### src/rtl/mem_arb_pkg.sv
// Shared encodings and defaults for the memory port arbiter.
package mem_arb_pkg;

  typedef enum logic [1:0] {
    IDLE = 2'd0,
    BUSY = 2'd1,
    RESP = 2'd2
  } state_t;

  localparam logic OWN_IF = 1'b0;
  localparam logic OWN_D  = 1'b1;

  localparam int TIMEOUT_CYC_DEF = 16;

endpackage

### src/rtl/arb_timeout_ctr.sv
// Saturating cycle counter for the arbiter's BUSY watchdog; expired marks the
// last cycle a transaction may stay outstanding.
module arb_timeout_ctr
  import mem_arb_pkg::*;
#(
  parameter int LIMIT = TIMEOUT_CYC_DEF
) (
  input  logic clk,
  input  logic reset,
  input  logic clear,
  input  logic en,
  output logic expired
);

  localparam logic [7:0] LAST = 8'(LIMIT - 1);

  logic [7:0] cnt;

  always_ff @(posedge clk or negedge reset) begin
    if (!reset) begin
      cnt <= '0;
    end else if (clear) begin
      cnt <= '0;
    end else if (en && (cnt != LAST)) begin
      cnt <= cnt + 8'd1;
    end
  end

  assign expired = (cnt == LAST);

endmodule

### src/rtl/mem_port_arbiter.sv
// Serialises IF and D accesses onto one memory port with a hung-access timeout.
// Define ARB_ROUND_ROBIN_EN to break IF/D ties by alternating instead of D priority.
module mem_port_arbiter
  import mem_arb_pkg::*;
#(
  parameter int ADDR_W      = 32,
  parameter int DATA_W      = 32,
  parameter int TIMEOUT_CYC = TIMEOUT_CYC_DEF
) (
  input  logic                clk,
  input  logic                reset,
  input  logic                if_req,
  input  logic [ADDR_W-1:0]   if_addr,
  output logic [DATA_W-1:0]   if_rdata,
  output logic                if_ack,
  input  logic                d_req,
  input  logic                d_we,
  input  logic [ADDR_W-1:0]   d_addr,
  input  logic [DATA_W-1:0]   d_wdata,
  input  logic [DATA_W/8-1:0] d_be,
  output logic [DATA_W-1:0]   d_rdata,
  output logic                d_ack,
  output logic                mem_req,
  output logic                mem_we,
  output logic [ADDR_W-1:0]   mem_addr,
  output logic [DATA_W-1:0]   mem_wdata,
  output logic [DATA_W/8-1:0] mem_be,
  input  logic [DATA_W-1:0]   mem_rdata,
  input  logic                mem_ack,
  output logic                bus_err,
  output logic                owner
);

  state_t state, state_nxt;
  logic   pick_d;
  logic   err;
  logic   expired;
  logic   any_req;

  assign any_req = if_req | d_req;

`ifdef ARB_ROUND_ROBIN_EN
  logic last_grant;

  always_ff @(posedge clk or negedge reset) begin
    if (!reset) begin
      last_grant <= OWN_D;
    end else if (state == RESP) begin
      last_grant <= owner;
    end
  end
`endif

  always_comb begin
    pick_d = d_req;
`ifdef ARB_ROUND_ROBIN_EN
    if (d_req && if_req) begin
      pick_d = (last_grant == OWN_IF);
    end
`endif
  end

  arb_timeout_ctr #(
    .LIMIT(TIMEOUT_CYC)
  ) u_timeout (
    .clk    (clk),
    .reset  (reset),
    .clear  (state == IDLE),
    .en     (state == BUSY),
    .expired(expired)
  );

  always_ff @(posedge clk or negedge reset) begin
    if (!reset) begin
      state <= IDLE;
    end else begin
      state <= state_nxt;
    end
  end

  // mem_ack wins over an expiry landing on the same cycle
  always_comb begin
    state_nxt = state;
    case (state)
      IDLE:    if (any_req) state_nxt = BUSY;
      BUSY:    if (mem_ack || expired) state_nxt = RESP;
      RESP:    state_nxt = IDLE;
      default: state_nxt = IDLE;
    endcase
  end

  // Memory-side fields are captured once at grant so they stay frozen in BUSY.
  always_ff @(posedge clk or negedge reset) begin
    if (!reset) begin
      owner     <= OWN_IF;
      mem_we    <= 1'b0;
      mem_addr  <= '0;
      mem_wdata <= '0;
      mem_be    <= '0;
      if_rdata  <= '0;
      d_rdata   <= '0;
      err       <= 1'b0;
    end else begin
      case (state)
        IDLE: begin
          if (any_req) begin
            owner     <= pick_d ? OWN_D : OWN_IF;
            mem_we    <= pick_d & d_we;
            mem_addr  <= pick_d ? d_addr : if_addr;
            mem_wdata <= pick_d ? d_wdata : '0;
            mem_be    <= (pick_d && d_we) ? d_be : '1;
            err       <= 1'b0;
          end
        end
        BUSY: begin
          if (mem_ack) begin
            if (owner == OWN_D) d_rdata <= mem_rdata;
            else                if_rdata <= mem_rdata;
          end else if (expired) begin
            if (owner == OWN_D) d_rdata <= '0;
            else                if_rdata <= '0;
            err <= 1'b1;
          end
        end
        default: ;
      endcase
    end
  end

  assign mem_req = (state == BUSY);
  assign if_ack  = (state == RESP) && (owner == OWN_IF);
  assign d_ack   = (state == RESP) && (owner == OWN_D);
  assign bus_err = (state == RESP) && err;

endmodule
### config.mk
export PLATFORM = sky130hd
export DESIGN_NAME = mem_port_arbiter
export DESIGN_NICKNAME = d
export VERILOG_FILES = /design/src/rtl/mem_arb_pkg.sv /design/src/rtl/arb_timeout_ctr.sv /design/src/rtl/mem_port_arbiter.sv
export SDC_FILE = /design/constraint.sdc
export NUM_CORES = 1
export LEC_CHECK = 0
export CORE_ASPECT_RATIO = 1.75
export CORE_MARGIN = 2
export CORE_UTILIZATION = 49
export CTS_CLUSTER_DIAMETER = 120
export DETAILED_ROUTE_END_ITERATION = 6
export DONT_BUFFER_PORTS = 1
export PLACE_DENSITY = 0.75
export SLEW_MARGIN = 20
export SYNTH_ARGS = -nofsm -noshare
export SYNTH_HDL_FRONTEND = slang
export SYNTH_SLANG_ARGS = --single-unit
### constraint.sdc
create_clock -name clk -period 2.89 [get_ports clk]
set_clock_uncertainty 0.1 [all_clocks]
set_input_delay 0.867 -clock clk [delete_from_list [all_inputs] [get_ports clk]]
set_output_delay 0.867 -clock clk [all_outputs]
set_load 0.01 [all_outputs]
======== Word level (Yosys, flattened, before mapping) ========
Index checks and enable logic that the tools add are counted.
cells by class
  add/subtract/negate cells ............... 1
  equality and inequality tests ........... 8
  multiplexer cells ....................... 21
  bitwise operators ....................... 3
  reduce and logical (&&, ||, !) cells .... 15
operators by type and width
  cell                 count
  $mux 32              10
  $mux 8               2
  $add 8x1->8 const B  1
  $eq 8x4->1 const B   1
  $ne 2x2->1 const B   4
  $ne 8x4->1 const B   1
  $reduce_and 3->1     2
  $reduce_bool 2->1    3
  $logic_and 1x1->1    5
  $mux 1               4
  $mux 2               2
  $mux 4               1
  $pmux 2 s2           1
  $reduce_and 2->1     2
  $reduce_and 4->1     1
  $eq 2x1->1 const B   1
  $eq 2x2->1 const B   1
  $logic_not 2->1      1
  $pmux 1 s2           1
  $and 1x1->1          1
  $logic_or 1x1->1     1
  $not 1->1            1
  $or 1x1->1           1
word-level totals
  register bits after elaboration ......... 145
  input bits .............................. 138
  output and inout bits ................... 138
  word-level logic and storage cells ...... 58

======== Depth between registers and ports, before layout ========
Gate-level depths: netlist of run 1.
  depth in word-level cells ............... 4
  mapped depth ............................ 6
  mapped depth without buffers ............ 4

======== Cells and area by module ========
From an unflattened synthesis of run 1, not the netlist that was laid out.
second synthesis, totals
  cell total of the unflattened synthesis .. 421
  area total of the unflattened synthesis .. 6129.6 µm²
by module, submodules not included
  module            instances  cells an instance  area each (µm²)  seq. area each (µm²)
  mem_port_arbiter  1          377                5683.0           3428.3
  arb_timeout_ctr   1          44                 446.7            200.2

======== Least setup slack after synthesis of run 1 ========
No wires, ideal clock.
  path kind ............................... input to register
  start ................................... input d_req
  end ..................................... register mem_addr[11]
  library setup time ...................... 127 ps
  arrival ................................. 1991 ps
  data required time ...................... 2663 ps
  setup slack ............................. 672 ps
  stages on the path ...................... 4
  path buffers ............................ 2
  cell sequence ........................... buf_2 -> clkbuf_1 -> mux2_2 -> mux2_1
between the ends
  longest elaborated chain between the ends .. 2
  elaborated cells on any way between the ends .. 3
  those cells by class .................... 1 x mux; 1 x bitwise; 1 x reduce/logical
ends and longest elaborated chain
  item                        line                     text
  start: declaration          mem_port_arbiter.sv:16   input logic d_req,
  $or 1x1->1                  mem_port_arbiter.sv:40   assign any_req = if_req | d_req;
  $reduce_and 2->1 (no line)  --
  end signal: assignment      mem_port_arbiter.sv:109  mem_addr <= pick_d ? d_addr : if_addr;
  end: declaration            mem_port_arbiter.sv:25   output logic [ADDR_W-1:0] mem_addr,
Parallel ways exist; a longest one is shown, timed or not.
A chain may end at the register's enable or synchronous reset.

======== Final worst setup path of run 1 ========
  start ................................... register state[0]
  end ..................................... output mem_req
between the ends
  longest elaborated chain between the ends .. 1
ends and longest elaborated chain
  item                      line                     text
  start: declaration        mem_port_arbiter.sv:34   state_t state, state_nxt;
  start signal: assignment  mem_port_arbiter.sv:77   state <= state_nxt;
  $eq 2x1->1                mem_port_arbiter.sv:130  assign mem_req = (state == BUSY);
  end: declaration          mem_port_arbiter.sv:23   output logic mem_req,
No other way between the ends.

==> flow_metrics.env, run 1 <==
export IMPL_grt_pass1_vias=4471
export IMPL_outcome="complete, no violations"
export IMPL_antenna_cells=0
export IMPL_area_growth_pct=10.45
export IMPL_drt_wirelength_per_cell_um=21.15
export IMPL_die_area_um2=13960
export IMPL_regArea_um2=3628
export IMPL_drt_pass1_iterations=6
export IMPL_tns_ns=0
export IMPL_critical_path_class="reg2out"
export IMPL_cts_buffers=17
export IMPL_path_delay_family="flip-flops"
export IMPL_hold_class="in2async"
export IMPL_synth_top_cell_by_area="dfrtp_1"
export IMPL_fmax_mhz=393.7
export IMPL_path_max_fanout=17
export IMPL_rsz0062_at_grt="no"
export IMPL_drive_above_1_share_pct=18.93
export IMPL_report_final_slew_viol_count=0
export IMPL_cellLeakagePower_nw=3.290
export IMPL_yosysWarnings=0
export IMPL_cp_cell_sequence="nand2b_1, inv_1"
export IMPL_finalSetupViolCount=0
export IMPL_dpl_cell_area_um2=6455
export IMPL_clk_pin_slew_ns=0.06
export IMPL_netlist_instances=542
export IMPL_post_cts_buffers=0
export IMPL_port_buffers=0
export IMPL_synth_top_cells_by_area="dfrtp_1 (57%), mux2_2 (9.5%), a22oi_1 (7.5%), a22o_1 (4.4%), inv_1 (3.9%)"
export IMPL_critPathMaxStageDelay_ns=0.69
export IMPL_r2r_start="u_timeout.cnt[0]"
export IMPL_route_detailed_drc=0
export IMPL_global_route_usage_total_pct=21.45
export IMPL_drv_cap=0
export IMPL_multi_input_area_um2=2271
export IMPL_detail_route_antenna_nets=0
export IMPL_end_kind="output port"
export IMPL_postSynthAreaPerCell_um2=11.75
export IMPL_arrival_ns=1.57
export IMPL_holdWs_ns=0.05699
export IMPL_num_vias=4322
export IMPL_cp_start_kind="flip-flop"
export IMPL_grt_pass1_wl_um=23530
export IMPL_cp_slowest_cell="dfrtp_1"
export IMPL_seq_area_frac_synth_pct=56.97
export IMPL_async_flop_share_pct=100.0
export IMPL_gr_total_overflow=0
export IMPL_drtIter0Drc=219
export IMPL_via_per_inst=6.045
export IMPL_core_um2=12800
export IMPL_cts_tree="yes"
export IMPL_finish_utilization_pct=54.96
export IMPL_rows=55
export IMPL_cts_sinks=145
export IMPL_required_ns=1.92
export IMPL_antenna_found_initial=0
export IMPL_cts_htree_levels=4
export IMPL_final_area_um2=7034
export IMPL_cts_repair_resized=0
export IMPL_hold_violations=0
export IMPL_nFillCells=1088
export IMPL_critPathBufInv=1
export IMPL_synth_cell_types=45
export IMPL_place_gp_congestion=0.8548
export IMPL_grt_max_degree=146
export IMPL_period_share_pct=87.88
export IMPL_synth_ff_type="dfrtp_1"
export IMPL_worstSkewPairLatency_ns=0.40
export IMPL_synth_edf_count=0
export IMPL_cts_hold_buf=0
export IMPL_die_h_um=154.8
export IMPL_ir_drop_uv=545.4
export IMPL_start_util_pct=49.76
export IMPL_synth_nets=681
export IMPL_drt_wl_total_um=15120
export IMPL_io_pins=276
export IMPL_die_w_um=90.18
export IMPL_dp_final_hpwl_um=10480
export IMPL_clock_tree_root_cell="clkbuf_16"
export IMPL_netlist_area_leader_share_pct=56.97
export IMPL_slew_limit_headroom_pct=58.53
export IMPL_synthesis_area_um2=6369
export IMPL_period_minus_slack_ns=2.540
export IMPL_startpoint="state[0]"
export IMPL_powerDensity_nw_per_um2=1151
export IMPL_fin_nets=671
export IMPL_worst_slew_pin_slew_ns=0.6220
export IMPL_yosys_register_bits=145
export IMPL_clk_path_buf_depth=2
==> synth_stat cells (2+ instances only) <==
cell type	instances
clkbuf_1	10
a41oi_1	2
o21ai_1	31
buf_6	7
clkbuf_2	4
buf_2	17
o211ai_1	2
and4b_1	2
nor3_1	2
a22o_1	32
inv_1	67
buf_4	3
mux2_2	54
o21a_1	2
a21o_1	2
nor3b_1	3
and2_1	2
nand2_1	9
o22a_1	4
dfrtp_1	145
mux2_1	10
a21oi_1	3
nand3_1	6
o31ai_1	3
a22oi_1	64
or4_1	3
o21ai_0	35
==> through the flow <==
step | std cells | power, W | worst slack (ns)
final | 715 | 0.008098 | 0.3503
after global routing | 715 | 0.008595 | 0.2135
after CTS | 715 | 0.008174 | 0.3393
after detailed placement | 684 | 0.006002 | 0.7404
after global placement | 684 | 0.005845 | 0.7968
after floorplan | 542 | 0.005476 | 0.6717
==> path summary, 6_finish.rpt <==
kind,endpoint,slack [ns],cells after the start
worst min register to register,err,0.40,1
worst min-delay path,if_rdata[7],0.06,0
max in group asynchronous,mem_addr[18],2.44,0
min in group clk,err,0.40,1
worst max register to register,d_rdata[25],0.74,5
worst max-delay path,mem_req,0.35,2
==> cells by family (layout without fill, tap and decap cells) <==
| kind of cell | count (synthesis) | in the layout | synth area share (%) |
|---|---|---|---|
| compound gates | 184 | 184 | 19.78 |
| fa+ha+maj | 1 | 1 | 0.1964 |
| mux | 64 | 64 | 11.32 |
| flops | 145 | 145 | 56.97 |
| simple gates | 40 | 40 | 3.949 |
| buf+inv | 108 | 110 | 7.780 |
==> state kept, by name (all words and copies together) (netlist names) <==
name,cells
d_rdata,32
err,1
if_rdata,32
mem_wdata,32
state,2
mem_be,4
mem_addr,32
u_timeout.cnt,8
owner,1
mem_we,1
==> final cells by class <==
cell class                 instances  area share, %
clock buffer                      17          6.048
sequential                       145          51.58
inverter                          67          3.575
multi-input combinational        289          32.28
tap                              171          3.042
timing repair buffer              12          1.281
clock inverter                    14          2.188
==> routing by layer <==
layer  share of wire [%]  global-route usage [%]  up-vias
met5                   0                       0        -
li1                    -                       -     1935
met3                 8.2                   7.842       38
met4                 3.3                   11.28        0
met2                  53                   37.34      224
met1                  36                   22.55     2125
==> power by group <==
| part | switching, W | leakage (nW) | internal [W] |
|---|---|---|---|
| clock | 0.000863 | 0.283 | 0.00128 |
| combinational | 0.000934 | 1.37 | 0.00102 |
| sequential | 0.00115 | 1.63 | 0.00285 |
| total | 0.00295 | 3.29 | 0.00515 |
==> cells in the final DEF (no fill, tap or decap), types with 2 or more instances in the layout <==
master	n
clkinvlp_4	2
a22oi_1	64
nor3_1	2
or4_1	3
o21a_1	2
o31ai_1	3
inv_6	5
o21ai_0	35
inv_1	67
clkinv_2	3
o22a_1	4
o21ai_1	30
buf_4	12
nand3_1	6
clkbuf_16	17
bufinv_16	2
mux2_1	10
a41oi_1	2
and4b_1	2
dfrtp_1	145
and2_1	2
mux2_2	54
a22o_1	32
a21oi_1	3
nor3b_1	3
o211ai_1	2
nand2_1	9
(Power assumes the default switching activity.)
==> run 2, diff against run 1 <==
--- a/config.mk
+++ b/config.mk
@@ -6,7 +6,6 @@
 export NUM_CORES = 1
 export LEC_CHECK = 0
 export CORE_ASPECT_RATIO = 1.75
-export CORE_MARGIN = 2
 export CORE_UTILIZATION = 49
 export CTS_CLUSTER_DIAMETER = 120
 export DETAILED_ROUTE_END_ITERATION = 6
==> run 2 against run 1 <==
Compared with the run above: sequential share of layout area shrank 0.19 points; die area is 3.5% lower; cell count down 0.70%; combinational power is essentially flat.
==> flow_metrics.env, run 2 (synthesis gave the netlist of run 1 again) <==
export IMPL_outcome="complete, no violations"
export IMPL_via_per_inst=6.200
export IMPL_cts_buffers=17
export IMPL_cts_sinks=145
export IMPL_period_minus_slack_ns=2.729
export IMPL_grt_pass1_vias=4592
export IMPL_grt_max_degree=146
export IMPL_hold_violations=0
export IMPL_clk_path_buf_depth=2
export IMPL_path_max_fanout=15
export IMPL_fin_nets=668
export IMPL_place_gp_congestion=0.9068
export IMPL_multi_input_area_um2=2271
export IMPL_post_cts_buffers=0
export IMPL_route_detailed_drc=0
export IMPL_powerDensity_nw_per_um2=1164
export IMPL_rsz0062_at_grt="no"
export IMPL_finalSetupViolCount=0
export IMPL_drt_wl_total_um=15470
export IMPL_layout_commonest_cell="dfrtp_1"
export IMPL_worstSkewPairLatency_ns=0.40
export IMPL_ir_drop_uv=628.7
export IMPL_area_growth_pct=10.86
export IMPL_finish_utilization_pct=56.18
export IMPL_cts_tree="yes"
export IMPL_placedCellCount=678
export IMPL_cts_hold_buf=0
export IMPL_required_ns=1.92
export IMPL_arrival_ns=1.76
export IMPL_antenna_cells=0
export IMPL_core_um2=12570
export IMPL_num_vias=4402
export IMPL_antenna_found_initial=0
export IMPL_grt_pass1_wl_um=24000
export IMPL_hold_class="in2async"
export IMPL_detail_route_antenna_nets=0
export IMPL_nFillCells=1059
export IMPL_period_share_pct=94.43
export IMPL_cts_repair_resized=0
export IMPL_gr_total_overflow=0
export IMPL_fin_cells=710
export IMPL_clock_tree_root_cell="clkbuf_16"
export IMPL_io_pins=276
export IMPL_drtIter0Drc=277
export IMPL_start_util_pct=50.68
export IMPL_drt_pass1_iterations=7
export IMPL_fmax_mhz=366.4
export IMPL_die_h_um=152.8
export IMPL_die_area_um2=13480
export IMPL_clk_pin_slew_ns=0.06
export IMPL_regArea_um2=3628
export IMPL_cellLeakagePower_nw=3.288
export IMPL_worst_slew_pin_slew_ns=0.5721
export IMPL_end_kind="output port"
export IMPL_critical_path_class="reg2out"
export IMPL_global_route_usage_total_pct=23.40
export IMPL_cp_start_kind="flip-flop"
export IMPL_cts_htree_levels=4
export IMPL_slew_limit_headroom_pct=61.86
export IMPL_reg2reg_depth=4
export IMPL_dp_final_hpwl_um=10710
export IMPL_drv_cap=0
export IMPL_report_final_slew_viol_count=0
export IMPL_port_buffers=0
export IMPL_drive_above_1_share_pct=18.45
export IMPL_ff2ff_setup_slack_ns=0.89
export IMPL_drt_wirelength_per_cell_um=21.78
export IMPL_rows=54
export IMPL_die_w_um=88.18
export IMPL_tns_ns=0
export IMPL_final_cell_mix="dfrtp_1 (145), inv_1 (67), a22oi_1 (64)"
==> run 2: final cells by class <==
type | count | share of cell area (%)
Timing Repair Buffer | 9 | 1.134
Inverter | 67 | 3.562
Clock inverter | 13 | 2.499
Multi-Input combinational cell | 289 | 32.16
Sequential cell | 145 | 51.39
Tap cell | 168 | 2.977
Clock buffer | 19 | 6.273
==> run 2: metal layers <==
layer | up-vias | global-route usage, % | part of all wire, %
met2 | 292 | 37.99 | 51
met4 | 0 | 12.21 | 4.2
met3 | 57 | 9.341 | 11
met1 | 2133 | 25.82 | 34
li1 | 1920 | - | -
met5 | - | 0 | 0
==> run 2: critical path, cell delays in order, from the launching register on <==
cell     delay, ns
dfrtp_1       0.69
inv_1         0.23
nor3b_1       0.43
==> run 2: final timing paths <==
| kind | from | end |
|---|---|---|
| max | state[1] | d_ack |
| min | reset | if_rdata[3] |
| max reg2reg | state[0] | mem_addr[19] |
| min reg2reg | err | err |
| max in group asynchronous | reset | mem_wdata[2] |
| min in group clk | err | err |
==> run 2: through the flow <==
stage	area, um2	setup slack (ns)	total power [W]	hold WS (ns)
after floorplan	6369	0.6717	0.005476	0.3562
after global placement	6441	0.7129	0.005861	0.3969
after detailed placement	6441	0.5944	0.006000	0.4064
after CTS	7061	0.1462	0.008313	0.02845
after global routing	7061	0.05383	0.008722	0.02318
final	7061	0.1611	0.008222	0.05288
==> run 2: report_power, final <==
group | total, W | switching, W | internal [W]
Clock | 0.00227 | 0.000864 | 0.00140
Combinational | 0.00194 | 0.000918 | 0.00102
Sequential | 0.00402 | 0.00117 | 0.00285
